### src/rtl/rv32_instr_encoder_pkg.sv
// Shared definitions for the RV32I instruction encoder: symbolic op codes,
// base opcodes, funct3/funct7 values, the canonical NOP and FSM states.
// Optional feature macro: RV32_ENC_NOP_PAD_EN (adds the PAD state).
package rv32_instr_encoder_pkg;

  // Symbolic operations presented on in_op
  localparam logic [5:0] ENC_LUI   = 6'd0;
  localparam logic [5:0] ENC_AUIPC = 6'd1;
  localparam logic [5:0] ENC_JAL   = 6'd2;
  localparam logic [5:0] ENC_JALR  = 6'd3;
  localparam logic [5:0] ENC_BEQ   = 6'd4;
  localparam logic [5:0] ENC_BNE   = 6'd5;
  localparam logic [5:0] ENC_BLT   = 6'd6;
  localparam logic [5:0] ENC_BGE   = 6'd7;
  localparam logic [5:0] ENC_BLTU  = 6'd8;
  localparam logic [5:0] ENC_BGEU  = 6'd9;
  localparam logic [5:0] ENC_LB    = 6'd10;
  localparam logic [5:0] ENC_LH    = 6'd11;
  localparam logic [5:0] ENC_LW    = 6'd12;
  localparam logic [5:0] ENC_LBU   = 6'd13;
  localparam logic [5:0] ENC_LHU   = 6'd14;
  localparam logic [5:0] ENC_SB    = 6'd15;
  localparam logic [5:0] ENC_SH    = 6'd16;
  localparam logic [5:0] ENC_SW    = 6'd17;
  localparam logic [5:0] ENC_ADDI  = 6'd18;
  localparam logic [5:0] ENC_SLTI  = 6'd19;
  localparam logic [5:0] ENC_SLTIU = 6'd20;
  localparam logic [5:0] ENC_XORI  = 6'd21;
  localparam logic [5:0] ENC_ORI   = 6'd22;
  localparam logic [5:0] ENC_ANDI  = 6'd23;
  localparam logic [5:0] ENC_SLLI  = 6'd24;
  localparam logic [5:0] ENC_SRLI  = 6'd25;
  localparam logic [5:0] ENC_SRAI  = 6'd26;
  localparam logic [5:0] ENC_ADD   = 6'd27;
  localparam logic [5:0] ENC_SUB   = 6'd28;
  localparam logic [5:0] ENC_SLL   = 6'd29;
  localparam logic [5:0] ENC_SLT   = 6'd30;
  localparam logic [5:0] ENC_SLTU  = 6'd31;
  localparam logic [5:0] ENC_XOR   = 6'd32;
  localparam logic [5:0] ENC_SRL   = 6'd33;
  localparam logic [5:0] ENC_SRA   = 6'd34;
  localparam logic [5:0] ENC_OR    = 6'd35;
  localparam logic [5:0] ENC_AND   = 6'd36;

  // Major opcodes (bits 6:0); OP_ADD is the register-register group
  localparam logic [6:0] OP_LUI    = 7'b0110111;
  localparam logic [6:0] OP_AUIPC  = 7'b0010111;
  localparam logic [6:0] OP_JAL    = 7'b1101111;
  localparam logic [6:0] OP_JALR   = 7'b1100111;
  localparam logic [6:0] OP_BRANCH = 7'b1100011;
  localparam logic [6:0] OP_LOAD   = 7'b0000011;
  localparam logic [6:0] OP_STORE  = 7'b0100011;
  localparam logic [6:0] OP_IMM    = 7'b0010011;
  localparam logic [6:0] OP_ADD    = 7'b0110011;

  // funct3 values, shared by groups that reuse the same code
  localparam logic [2:0] FUNCT3_BEQ  = 3'd0;
  localparam logic [2:0] FUNCT3_BNE  = 3'd1;
  localparam logic [2:0] FUNCT3_BLT  = 3'd4;
  localparam logic [2:0] FUNCT3_BGE  = 3'd5;
  localparam logic [2:0] FUNCT3_BLTU = 3'd6;
  localparam logic [2:0] FUNCT3_BGEU = 3'd7;
  localparam logic [2:0] FUNCT3_B    = 3'd0;  // LB / SB
  localparam logic [2:0] FUNCT3_H    = 3'd1;  // LH / SH
  localparam logic [2:0] FUNCT3_W    = 3'd2;  // LW / SW
  localparam logic [2:0] FUNCT3_BU   = 3'd4;
  localparam logic [2:0] FUNCT3_HU   = 3'd5;
  localparam logic [2:0] FUNCT3_ADD  = 3'd0;  // ADD/SUB/ADDI/JALR
  localparam logic [2:0] FUNCT3_SLL  = 3'd1;
  localparam logic [2:0] FUNCT3_SLT  = 3'd2;
  localparam logic [2:0] FUNCT3_SLTU = 3'd3;
  localparam logic [2:0] FUNCT3_XOR  = 3'd4;
  localparam logic [2:0] FUNCT3_SR   = 3'd5;  // SRL/SRA and immediate forms
  localparam logic [2:0] FUNCT3_OR   = 3'd6;
  localparam logic [2:0] FUNCT3_AND  = 3'd7;

  localparam logic [6:0] FUNCT7_BASE = 7'h00;
  localparam logic [6:0] FUNCT7_ALT  = 7'h20;  // SUB / SRA / SRAI

  localparam logic [31:0] NOP = 32'h0000_0013;  // addi x0, x0, 0

  // Instruction layouts understood by the packer
  typedef enum logic [2:0] {
    FMT_R, FMT_I, FMT_SH, FMT_S, FMT_B, FMT_U, FMT_J
  } fmt_e;

  // Session FSM states
  typedef enum logic [1:0] {
    ST_IDLE,
    ST_ENCODE,
    ST_DONE
`ifdef RV32_ENC_NOP_PAD_EN
    , ST_PAD
`endif
  } state_e;

endpackage

### src/rtl/rv32_instr_pack.sv
// Combinational packer: symbolic op + register indices + immediate ->
// 32-bit RV32I word. Unknown ops produce the canonical NOP and flag illegal.
module rv32_instr_pack
  import rv32_instr_encoder_pkg::*;
(
  input  logic [5:0]  op_i,
  input  logic [4:0]  rd_i,
  input  logic [4:0]  rs1_i,
  input  logic [4:0]  rs2_i,
  input  logic [31:0] imm_i,
  output logic [31:0] word_o,
  output logic        illegal_o
);

  fmt_e       fmt;
  logic [6:0] opcode;
  logic [2:0] funct3;
  logic [6:0] funct7;

  // Decode the symbolic op into layout, opcode and function fields
  always_comb begin
    // NOTE: every output gets a default first so no path leaves it unassigned (no latch).
    fmt       = FMT_I;
    opcode    = OP_IMM;
    funct3    = FUNCT3_ADD;
    funct7    = FUNCT7_BASE;
    illegal_o = 1'b0;
    case (op_i)
      ENC_LUI:   begin fmt = FMT_U; opcode = OP_LUI;   end
      ENC_AUIPC: begin fmt = FMT_U; opcode = OP_AUIPC; end
      ENC_JAL:   begin fmt = FMT_J; opcode = OP_JAL;   end
      ENC_JALR:  begin fmt = FMT_I; opcode = OP_JALR; funct3 = FUNCT3_ADD; end
      ENC_BEQ:   begin fmt = FMT_B; opcode = OP_BRANCH; funct3 = FUNCT3_BEQ;  end
      ENC_BNE:   begin fmt = FMT_B; opcode = OP_BRANCH; funct3 = FUNCT3_BNE;  end
      ENC_BLT:   begin fmt = FMT_B; opcode = OP_BRANCH; funct3 = FUNCT3_BLT;  end
      ENC_BGE:   begin fmt = FMT_B; opcode = OP_BRANCH; funct3 = FUNCT3_BGE;  end
      ENC_BLTU:  begin fmt = FMT_B; opcode = OP_BRANCH; funct3 = FUNCT3_BLTU; end
      ENC_BGEU:  begin fmt = FMT_B; opcode = OP_BRANCH; funct3 = FUNCT3_BGEU; end
      ENC_LB:    begin fmt = FMT_I; opcode = OP_LOAD; funct3 = FUNCT3_B;  end
      ENC_LH:    begin fmt = FMT_I; opcode = OP_LOAD; funct3 = FUNCT3_H;  end
      ENC_LW:    begin fmt = FMT_I; opcode = OP_LOAD; funct3 = FUNCT3_W;  end
      ENC_LBU:   begin fmt = FMT_I; opcode = OP_LOAD; funct3 = FUNCT3_BU; end
      ENC_LHU:   begin fmt = FMT_I; opcode = OP_LOAD; funct3 = FUNCT3_HU; end
      ENC_SB:    begin fmt = FMT_S; opcode = OP_STORE; funct3 = FUNCT3_B; end
      ENC_SH:    begin fmt = FMT_S; opcode = OP_STORE; funct3 = FUNCT3_H; end
      ENC_SW:    begin fmt = FMT_S; opcode = OP_STORE; funct3 = FUNCT3_W; end
      ENC_ADDI:  begin fmt = FMT_I;  funct3 = FUNCT3_ADD;  end
      ENC_SLTI:  begin fmt = FMT_I;  funct3 = FUNCT3_SLT;  end
      ENC_SLTIU: begin fmt = FMT_I;  funct3 = FUNCT3_SLTU; end
      ENC_XORI:  begin fmt = FMT_I;  funct3 = FUNCT3_XOR;  end
      ENC_ORI:   begin fmt = FMT_I;  funct3 = FUNCT3_OR;   end
      ENC_ANDI:  begin fmt = FMT_I;  funct3 = FUNCT3_AND;  end
      ENC_SLLI:  begin fmt = FMT_SH; funct3 = FUNCT3_SLL;  end
      ENC_SRLI:  begin fmt = FMT_SH; funct3 = FUNCT3_SR;   end
      ENC_SRAI:  begin fmt = FMT_SH; funct3 = FUNCT3_SR; funct7 = FUNCT7_ALT; end
      ENC_ADD:   begin fmt = FMT_R; opcode = OP_ADD; funct3 = FUNCT3_ADD;  end
      ENC_SUB:   begin fmt = FMT_R; opcode = OP_ADD; funct3 = FUNCT3_ADD; funct7 = FUNCT7_ALT; end
      ENC_SLL:   begin fmt = FMT_R; opcode = OP_ADD; funct3 = FUNCT3_SLL;  end
      ENC_SLT:   begin fmt = FMT_R; opcode = OP_ADD; funct3 = FUNCT3_SLT;  end
      ENC_SLTU:  begin fmt = FMT_R; opcode = OP_ADD; funct3 = FUNCT3_SLTU; end
      ENC_XOR:   begin fmt = FMT_R; opcode = OP_ADD; funct3 = FUNCT3_XOR;  end
      ENC_SRL:   begin fmt = FMT_R; opcode = OP_ADD; funct3 = FUNCT3_SR;   end
      ENC_SRA:   begin fmt = FMT_R; opcode = OP_ADD; funct3 = FUNCT3_SR; funct7 = FUNCT7_ALT; end
      ENC_OR:    begin fmt = FMT_R; opcode = OP_ADD; funct3 = FUNCT3_OR;   end
      ENC_AND:   begin fmt = FMT_R; opcode = OP_ADD; funct3 = FUNCT3_AND;  end
      default:   illegal_o = 1'b1;
    endcase
  end

  // Assemble the word; register fields a layout does not use stay zero
  always_comb begin
    word_o = NOP;
    case (fmt)
      FMT_R:  word_o = {funct7, rs2_i, rs1_i, funct3, rd_i, opcode};
      FMT_I:  word_o = {imm_i[11:0], rs1_i, funct3, rd_i, opcode};
      FMT_SH: word_o = {funct7, imm_i[4:0], rs1_i, funct3, rd_i, opcode};
      FMT_S:  word_o = {imm_i[11:5], rs2_i, rs1_i, funct3, imm_i[4:0], opcode};
      FMT_B:  word_o = {imm_i[12], imm_i[10:5], rs2_i, rs1_i, funct3,
                        imm_i[4:1], imm_i[11], opcode};
      FMT_U:  word_o = {imm_i[31:12], rd_i, opcode};
      FMT_J:  word_o = {imm_i[20], imm_i[10:1], imm_i[11], imm_i[19:12], rd_i, opcode};
      default: word_o = NOP;
    endcase
    if (illegal_o) word_o = NOP;
  end

endmodule

### src/rtl/rv32_instr_encoder.sv
// Session-based RV32I encoder: accepts symbolic ops over valid/ready, packs
// them and writes one word per accepted op into IMEM, one cycle later.
// Optional feature macro: RV32_ENC_NOP_PAD_EN (NOP-pads sessions to 4 words).
module rv32_instr_encoder
  import rv32_instr_encoder_pkg::*;
#(
  parameter int          ADDR_WIDTH = 8,
  parameter int unsigned BASE_ADDR  = 0
) (
  input  logic                  clk,
  input  logic                  reset,
  input  logic                  start,
  input  logic                  in_valid,
  output logic                  in_ready,
  input  logic [5:0]            in_op,
  input  logic [4:0]            in_rd,
  input  logic [4:0]            in_rs1,
  input  logic [4:0]            in_rs2,
  input  logic [31:0]           in_imm,
  input  logic                  in_last,
  output logic                  imem_we,
  output logic [ADDR_WIDTH-1:0] imem_addr,
  output logic [31:0]           imem_wdata,
  output logic                  busy,
  output logic                  done,
  output logic [ADDR_WIDTH:0]   count,
  output logic                  err_illegal,
  output logic                  err_overflow
);

  localparam logic [ADDR_WIDTH-1:0] BASE    = ADDR_WIDTH'(BASE_ADDR);
  localparam logic [ADDR_WIDTH-1:0] A_ONE   = ADDR_WIDTH'(1);
  localparam logic [ADDR_WIDTH:0]   C_ONE   = (ADDR_WIDTH+1)'(1);
  localparam logic [ADDR_WIDTH:0]   CAP     = {1'b1, {ADDR_WIDTH{1'b0}}};

  state_e                state_q, state_d;
  logic [ADDR_WIDTH-1:0] waddr_q, waddr_d;          // address of the next write
  logic [ADDR_WIDTH-1:0] imem_addr_q, imem_addr_d;  // address of the current write
  logic [31:0]           imem_wdata_q, imem_wdata_d;
  logic                  imem_we_q, imem_we_d;
  logic                  in_ready_q, in_ready_d;
  logic                  busy_q, busy_d;
  logic                  done_q, done_d;
  logic [ADDR_WIDTH:0]   count_q, count_d;
  logic                  err_illegal_q, err_illegal_d;
  logic                  err_overflow_q, err_overflow_d;

  logic [31:0]           pack_word;
  logic                  pack_illegal;
  logic                  accept;
  logic [ADDR_WIDTH:0]   count_inc;

  rv32_instr_pack u_pack (
    .op_i      (in_op),
    .rd_i      (in_rd),
    .rs1_i     (in_rs1),
    .rs2_i     (in_rs2),
    .imm_i     (in_imm),
    .word_o    (pack_word),
    .illegal_o (pack_illegal)
  );

`ifdef RV32_ENC_NOP_PAD_EN
  // Padding continues while the count is unaligned and capacity remains
  function automatic logic pad_needed(input logic [ADDR_WIDTH:0] c);
    return (c[1:0] != 2'b00) && (c != CAP);
  endfunction
`endif

  // in_ready is only ever high in ENCODE, so it doubles as the state qualifier
  assign accept    = in_valid && in_ready_q;
  assign count_inc = (count_q == CAP) ? CAP : count_q + C_ONE;

  // Next-state and next-output computation for the session FSM
  always_comb begin
    state_d        = state_q;
    waddr_d        = waddr_q;
    imem_addr_d    = imem_addr_q;
    imem_wdata_d   = imem_wdata_q;
    imem_we_d      = 1'b0;
    count_d        = count_q;
    err_illegal_d  = err_illegal_q;
    err_overflow_d = err_overflow_q;

    case (state_q)
      ST_IDLE, ST_DONE: begin
        if (start) begin
          state_d        = ST_ENCODE;
          waddr_d        = BASE;
          imem_addr_d    = BASE;
          count_d        = '0;
          err_illegal_d  = 1'b0;
          err_overflow_d = 1'b0;
        end
      end
      ST_ENCODE: begin
        if (accept) begin
          imem_we_d     = 1'b1;
          imem_addr_d   = waddr_q;
          imem_wdata_d  = pack_word;
          waddr_d       = waddr_q + A_ONE;
          count_d       = count_inc;
          err_illegal_d = err_illegal_q | pack_illegal;
          if (in_last) begin
`ifdef RV32_ENC_NOP_PAD_EN
            state_d = pad_needed(count_inc) ? ST_PAD : ST_DONE;
`else
            state_d = ST_DONE;
`endif
          end
        end else if (in_valid && (count_q == CAP)) begin
          // Capacity reached without a last marker: drop the op and stop
          err_overflow_d = 1'b1;
          state_d        = ST_DONE;
        end
      end
`ifdef RV32_ENC_NOP_PAD_EN
      ST_PAD: begin
        imem_we_d    = 1'b1;
        imem_addr_d  = waddr_q;
        imem_wdata_d = NOP;
        waddr_d      = waddr_q + A_ONE;
        count_d      = count_inc;
        if (!pad_needed(count_inc)) state_d = ST_DONE;
      end
`endif
      default: state_d = ST_IDLE;
    endcase

    in_ready_d = (state_d == ST_ENCODE) && (count_d != CAP);
    busy_d     = (state_d != ST_IDLE) && (state_d != ST_DONE);
    done_d     = (state_d == ST_DONE);
  end

  // State and registered outputs, synchronous active-high reset
  always_ff @(posedge clk) begin
    // NOTE: clocked state is assigned only with <= so all registers update together.
    if (reset) begin
      state_q        <= ST_IDLE;
      waddr_q        <= BASE;
      imem_addr_q    <= BASE;
      imem_wdata_q   <= '0;
      imem_we_q      <= 1'b0;
      in_ready_q     <= 1'b0;
      busy_q         <= 1'b0;
      done_q         <= 1'b0;
      count_q        <= '0;
      err_illegal_q  <= 1'b0;
      err_overflow_q <= 1'b0;
    end else begin
      state_q        <= state_d;
      waddr_q        <= waddr_d;
      imem_addr_q    <= imem_addr_d;
      imem_wdata_q   <= imem_wdata_d;
      imem_we_q      <= imem_we_d;
      in_ready_q     <= in_ready_d;
      busy_q         <= busy_d;
      done_q         <= done_d;
      count_q        <= count_d;
      err_illegal_q  <= err_illegal_d;
      err_overflow_q <= err_overflow_d;
    end
  end

  // A reset arriving while a write is on the port suppresses that write
  assign imem_we      = imem_we_q && !reset;
  assign imem_addr    = imem_addr_q;
  assign imem_wdata   = imem_wdata_q;
  assign in_ready     = in_ready_q;
  assign busy         = busy_q;
  assign done         = done_q;
  assign count        = count_q;
  assign err_illegal  = err_illegal_q;
  assign err_overflow = err_overflow_q;

endmodule

### config.mk
export PLATFORM = sky130hd
export DESIGN_NAME = rv32_instr_encoder
export DESIGN_NICKNAME = d
export VERILOG_FILES = /design/src/rtl/rv32_instr_encoder_pkg.sv /design/src/rtl/rv32_instr_pack.sv /design/src/rtl/rv32_instr_encoder.sv
export SDC_FILE = /design/constraint.sdc
export NUM_CORES = 1
export LEC_CHECK = 0
export CAP_MARGIN = 20
export CORE_MARGIN = 2
export CORE_UTILIZATION = 50
export CTS_CLUSTER_SIZE = 10
export DETAILED_ROUTE_END_ITERATION = 10
export PLACE_DENSITY = 0.85
export SLEW_MARGIN = 20
export SYNTH_ARGS = -nofsm -noshare
export SYNTH_HDL_FRONTEND = slang
export SYNTH_HIERARCHICAL = 1
export SYNTH_SLANG_ARGS = --single-unit
### constraint.sdc
create_clock -name clk -period 3.39 [get_ports clk]
set_input_delay 0.678 -clock clk [delete_from_list [all_inputs] [get_ports clk]]
set_output_delay 0.678 -clock clk [all_outputs]
set_load 0.005 [all_outputs]
==> Word-level counts from Yosys, hierarchy flattened <==
Index checks and enable logic that the tools add are counted.
{ "op_classes": {"n_mux": 28, "n_reduce_logical": 31, "magnitude_cmp": 0, "bitwise_logic": 2, "add_sub_neg": 2, "div": 0, "n_eq_ne": 53, "n_shift": 0, "mul": 0} }
{ "op_table": {"columns": ["cell", "count"], "rows": [
  ["$pmux W32 S7", 1],
  ["$eq A6 B5 Y1 const B", 16],
  ["$pmux W7 S8", 1],
  ["$eq A6 B4 Y1 const B", 8],
  ["$reduce_or A37 Y1", 1],
  ["$mux W32", 1],
  ["$pmux W8 S2", 2],
  ["$eq A6 B6 Y1 const B", 5],
  ["$mux W9", 3],
  ["$eq A6 B3 Y1 const B", 4],
  ["$mux W8", 3],
  ["$pmux W3 S7", 1],
  ["$pmux W3 S6", 1],
  ["$pmux W9 S2", 1],
  ["$reduce_or A3 Y1", 5],
  ["$eq A6 B2 Y1 const B", 2],
  ["$reduce_or A6 Y1", 2],
  ["$ne A2 B2 Y1 const B", 5],
  ["$reduce_or A10 Y1", 1],
  ["$reduce_or A5 Y1", 2],
  ["$add A9 B1 Y9 const B", 1],
  ["$eq A3 B3 Y1 const B", 3],
  ["$eq A9 B9 Y1 const B", 1],
  ["$ne A9 B9 Y1 const B", 1],
  ["other kinds (24)", 45]
]} }
{ "totals": {"register_bits": 65, "romBits": 0, "mem_bits_rw": 0, "mem_count": 0, "latchBits": 0, "word_cells": 127} }

==> Logic depth before layout (Yosys ltp) <==
{ "depth": {"word_depth": 7, "mapped_depth": 10} }

==> Hierarchy <==
The synthesis kept the hierarchy.
{ "modules_own_cells": {"columns": ["mod", "area_per_inst_um2", "instances", "seq_area_each_um2", "cells_each"], "rows": [
  ["rv32_instr_encoder", 2596.2, 1, 1301.2, 326],
  ["rv32_instr_pack", 1059.8, 1, 0.0, 171]
]} }

==> Worst setup path after synthesis <==
Ideal clock, no wire load.
{ "synth_path": {"kind": "input to register", "from": "input in_valid", "to": "register in_ready_q, in the netlist in_ready", "path_stages": 5, "arrival_time_ns": 2.007, "path_buffers": 0, "slack_ns": 1.244, "setup_time_ns": 0.140, "cell_sequence": "nand4_1 -> nor4_1 -> mux2_2 -> a2111oi_0 -> a41oi_1"} }
{ "synth_via": {"elab_chain_len": 6, "word_cells_on_any_way": 10, "cone_classes": "eq/ne: 2; mux: 5; reduce/logical: 3"} }
{ "synth_rtl": {"columns": ["item", "line_no", "rtl"], "rows": [
  ["start, declared", "rv32_instr_encoder.sv:13", "input logic in_valid,"],
  ["$logic_and A1 B1 Y1", "rv32_instr_encoder.sv:111", "end else if (in_valid && (count_q == CAP)) begin"],
  ["$mux W2", "rv32_instr_encoder.sv:111", null],
  ["$mux W2", "rv32_instr_encoder.sv:97", "if (accept) begin"],
  ["$pmux W2 S2", "rv32_instr_encoder.sv:85", "case (state_q)"],
  ["$eq A2 B1 Y1", "rv32_instr_encoder.sv:130", "in_ready_d = (state_d == ST_ENCODE) && (count_d != CAP);"],
  ["$logic_and A1 B1 Y1 (*)", "rv32_instr_encoder.sv:130", null],
  ["end signal, assigned", "rv32_instr_encoder.sv:156", "in_ready_q <= in_ready_d;"],
  ["end, declared", "rv32_instr_encoder.sv:41", "logic in_ready_q, in_ready_d;"]
]} }
Mark *: on every way between the ends. The rest lies on a longest branch, timed or not.
A chain may end at the register's enable or synchronous reset.

==> Worst setup path in the final report <==
{ "layout_path": {"from": "input in_op[2]", "to": "register imem_wdata_q[30], in the netlist imem_wdata[30]"} }
{ "layout_via": {"elab_chain_len": 6, "word_cells_on_any_way": 55, "cone_classes": "eq/ne: 42; mux: 4; reduce/logical: 9"} }
{ "layout_rtl": {"columns": ["item", "line_no", "rtl"], "rows": [
  ["start, declared", "rv32_instr_encoder.sv:15", "input logic [5:0] in_op,"],
  ["$eq A6 B5 Y1 (tied with other cells)", "rv32_instr_pack.sv:28", "case (op_i)"],
  ["$reduce_or A10 Y1 (no line) (tied with other cells)", null, null],
  ["$pmux W3 S6", "rv32_instr_pack.sv:28", null],
  ["$eq A3 B3 Y1 (tied with other cells)", "rv32_instr_pack.sv:73", "case (fmt)"],
  ["$pmux W32 S7", "rv32_instr_pack.sv:73", null],
  ["$mux W32 (*)", "rv32_instr_pack.sv:84", "if (illegal_o) word_o = NOP;"],
  ["net pack_word[30]", "rv32_instr_encoder.sv:48", "logic [31:0] pack_word;"],
  ["end signal, assigned", "rv32_instr_encoder.sv:154", "imem_wdata_q <= imem_wdata_d;"],
  ["end, declared", "rv32_instr_encoder.sv:39", "logic [31:0] imem_wdata_q, imem_wdata_d;"]
]} }
Mark *: on every way through the listed nets, which the timed path passes. The rest lies on a longest branch.

==> results.json <==
{
  "fin_total_pwr_w": 0.00174,
  "mostFrequentLayoutCells": "clkdlybuf4s50_1 (111), nand2_1 (104), a21oi_1 (73)",
  "antennaDiodeCount": 0,
  "holdCritPathClass": "register to register",
  "drtIter0Drc": 349,
  "synth_area_leaders": "dfxtp_1 (36%), nand2_1 (11%), a21oi_1 (10%)",
  "cp_common_cell": "a21oi_1",
  "post_drt_wl_per_cell_microns": 15.8,
  "nFillCells": 612,
  "required_ps": 3660,
  "cts_resized": 0,
  "clkTransAtPathRegs_ps": 70,
  "track_usage": 0.276,
  "ys_warn_count": 6,
  "seq_area_sq_um": 1300,
  "yosysSeqAreaShare": 0.356,
  "synth.top_cell.area_share": 0.356,
  "fin_crit_ps": 2760,
  "p_leak_nw": 1.76,
  "max_freq_mhz": 363,
  "grt-ovfl-total": 0,
  "io_pins": 113,
  "synth_edf_count": 0,
  "whs_ps": 454,
  "drt_pre_antenna_iters": 5,
  "area_growth_pct": 37.4,
  "cts_tree": "built",
  "htreeDepth": 3,
  "ant_nets": 0,
  "cp.arrival_ps": 3030,
  "postLayoutCoreUtil": 0.700,
  "grt_pass1_wl_microns": 16900,
  "port_buffers": 112,
  "yosysTopAreaCell": "dfxtp_1",
  "place_hpwl_microns": 7990,
  "rsz0062_at_grt": "no",
  "die_h_microns": 89.5,
  "ir_worst_vdd_mv": 0.192,
  "slew_headroom": 0.492,
  "power_density_nw_per_um2": 346,
  "synth_cell_types": 71,
  "critPathMaxStageDelay_ps": 960,
  "grt_pass1_vias": 3561,
  "antenna_found_initial": 0,
  "worst_pin_slew_ps": 759,
  "layout-drive-gt1-share": 0.0876,
  "vias": 4039,
  "slowest_stage": "clkdlybuf4s50_1",
  "critPathMaxFanout": 22,
  "worstSetupStartpointType": "input port",
  "clockBufferDepth": 2,
  "gp_congestion": 0.929,
  "critPathKind": "input port to register",
  "drv_cap": 0,
  "die_w_microns": 89.5,
  "synth_ff_type": "dfxtp_1",
  "start_util": 0.510,
  "multiInputGateArea_sq_um": 2130,
  "ctsHoldBuffers": 0,
  "grt_start_max_net_pins": 58,
  "clk_latency_ps": 340,
  "avgViaCountPerCell": 5.74,
  "finalSetupTns_ps": 0,
  "finalInstanceArea_sq_um": 5020,
  "syn_area_sq_um": 3660,
  "min_period_over_period": 0.813,
  "finalSetupViolations": 0,
  "hold_viol": 0,
  "rrSetupSlack_ps": 870,
  "skew_ps": 6.14,
  "synthCells": 497,
  "fin_nets": 661,
  "crit_buf_inv": 1,
  "post_cts_buffers": 0,
  "die_area_sq_um": 8010,
  "worstSetupEndpointType": "register",
  "ys_ff_latch": 65,
  "status": "complete, no violations",
  "cts_sinks": 65,
  "ys_async_sr_fraction": 0,
  "final_common_cell": "clkdlybuf4s50_1",
  "drv_slew": 0,
  "route.detailed.drc": 0,
  "path_cells": "clkdlybuf4s50_1 > nor2_1 > a21oi_1 > a22oi_1 > o21ai_1 > nand2_1 > a21oi_1",
  "cts_buffers": 9,
  "syn_area_per_cell_sq_um": 7.36,
  "postRouteWirelength_microns": 11100,
  "rows": 31,
  "core_sq_um": 7180,
  "cp_top_family": "compound AO/OA/AOI/OAI gates",
  "cts-root-buf": "clkbuf_8",
  "dpl-instance-area_sq_um": 4820
}
flip-flops by register name, summed over array words and instances (netlist names):
signal	count
state_q	2
busy	1
err_overflow	1
imem_addr	8
imem_we_q	1
err_illegal	1
in_ready	1
imem_wdata	32
waddr_q	8
count	9
done	1
worst reg2reg max path, cell delays in order (launching register included):
cell and delay [ps]:
dfxtp_1 450, ha_1 280, nand4_1 280, nor4_1 380
mux2_2 380, a2111oi_0 450, a41oi_1 170
report_power, final:
part           switching, W  internal [W]  leakage, nW  total (W)
Sequential       0.00000852      0.000772        0.525   0.000780
Clock              0.000326      0.000346        0.100   0.000672
Combinational      0.000153      0.000136         1.13   0.000288
Total              0.000487       0.00125         1.76    0.00174
final cells by class:
cell class	count	share of cell area
clock inverter	7	0.0154
sequential	65	0.259
timing repair buffer	125	0.242
inverter	13	0.00971
tap	99	0.0247
multi-input combinational	386	0.425
clock buffer	9	0.0247
cell families after synthesis:
| family | count (synthesis) | share of synthesized area |
|---|---|---|
| simple gates | 232 | 0.292 |
| buf+inv | 47 | 0.0619 |
| flops | 65 | 0.356 |
| compound gates | 131 | 0.232 |
| fa+ha+maj | 4 | 0.0133 |
| mux | 7 | 0.0202 |
| xor+xnor | 10 | 0.0240 |
| other cells | 1 | 0.00103 |
stage by stage:
step / instances / setup slack [ps]
floorplan: 498 / 1240
global placement: 688 / 409
detailed placement: 688 / 337
CTS: 704 / 687
global route: 704 / 529
finish: 704 / 635
path summary, 6_finish.rpt:
check,startpoint,end,cells past startpoint
worst max-delay path,in_op[2],imem_wdata[30],7
worst min-delay path,imem_wdata[6],imem_wdata[6],2
worst max register to register,count[0],in_ready,6
worst min register to register,imem_wdata[6],imem_wdata[6],2
per-layer routing:
metal,part of all wire,track usage,up-vias,wire length (microns)
li1,-,-,1949,-
met1,0.42,0.354,1864,4680
met2,0.48,0.463,211,5380
met3,0.081,0.0591,15,900
met4,0.012,0.0896,0,135
met5,0,0,-,0
Yosys cell counts, types with 4 or more instances:
| master | n |
|---|---|
| a21oi_1 | 73 |
| a22oi_1 | 4 |
| nor2b_1 | 9 |
| o21ai_1 | 8 |
| xor2_1 | 8 |
| nor3_1 | 9 |
| nand2b_1 | 5 |
| a32oi_1 | 4 |
| nand3_1 | 21 |
| buf_4 | 4 |
| nor2_1 | 51 |
| a222oi_1 | 4 |
| dfxtp_1 | 65 |
| a22o_1 | 5 |
| nor4_1 | 7 |
| buf_2 | 10 |
| inv_1 | 10 |
| clkbuf_1 | 14 |
| nand2_1 | 104 |
| mux2i_1 | 4 |
No activity file was read; power rests on OpenSTA's default activity.
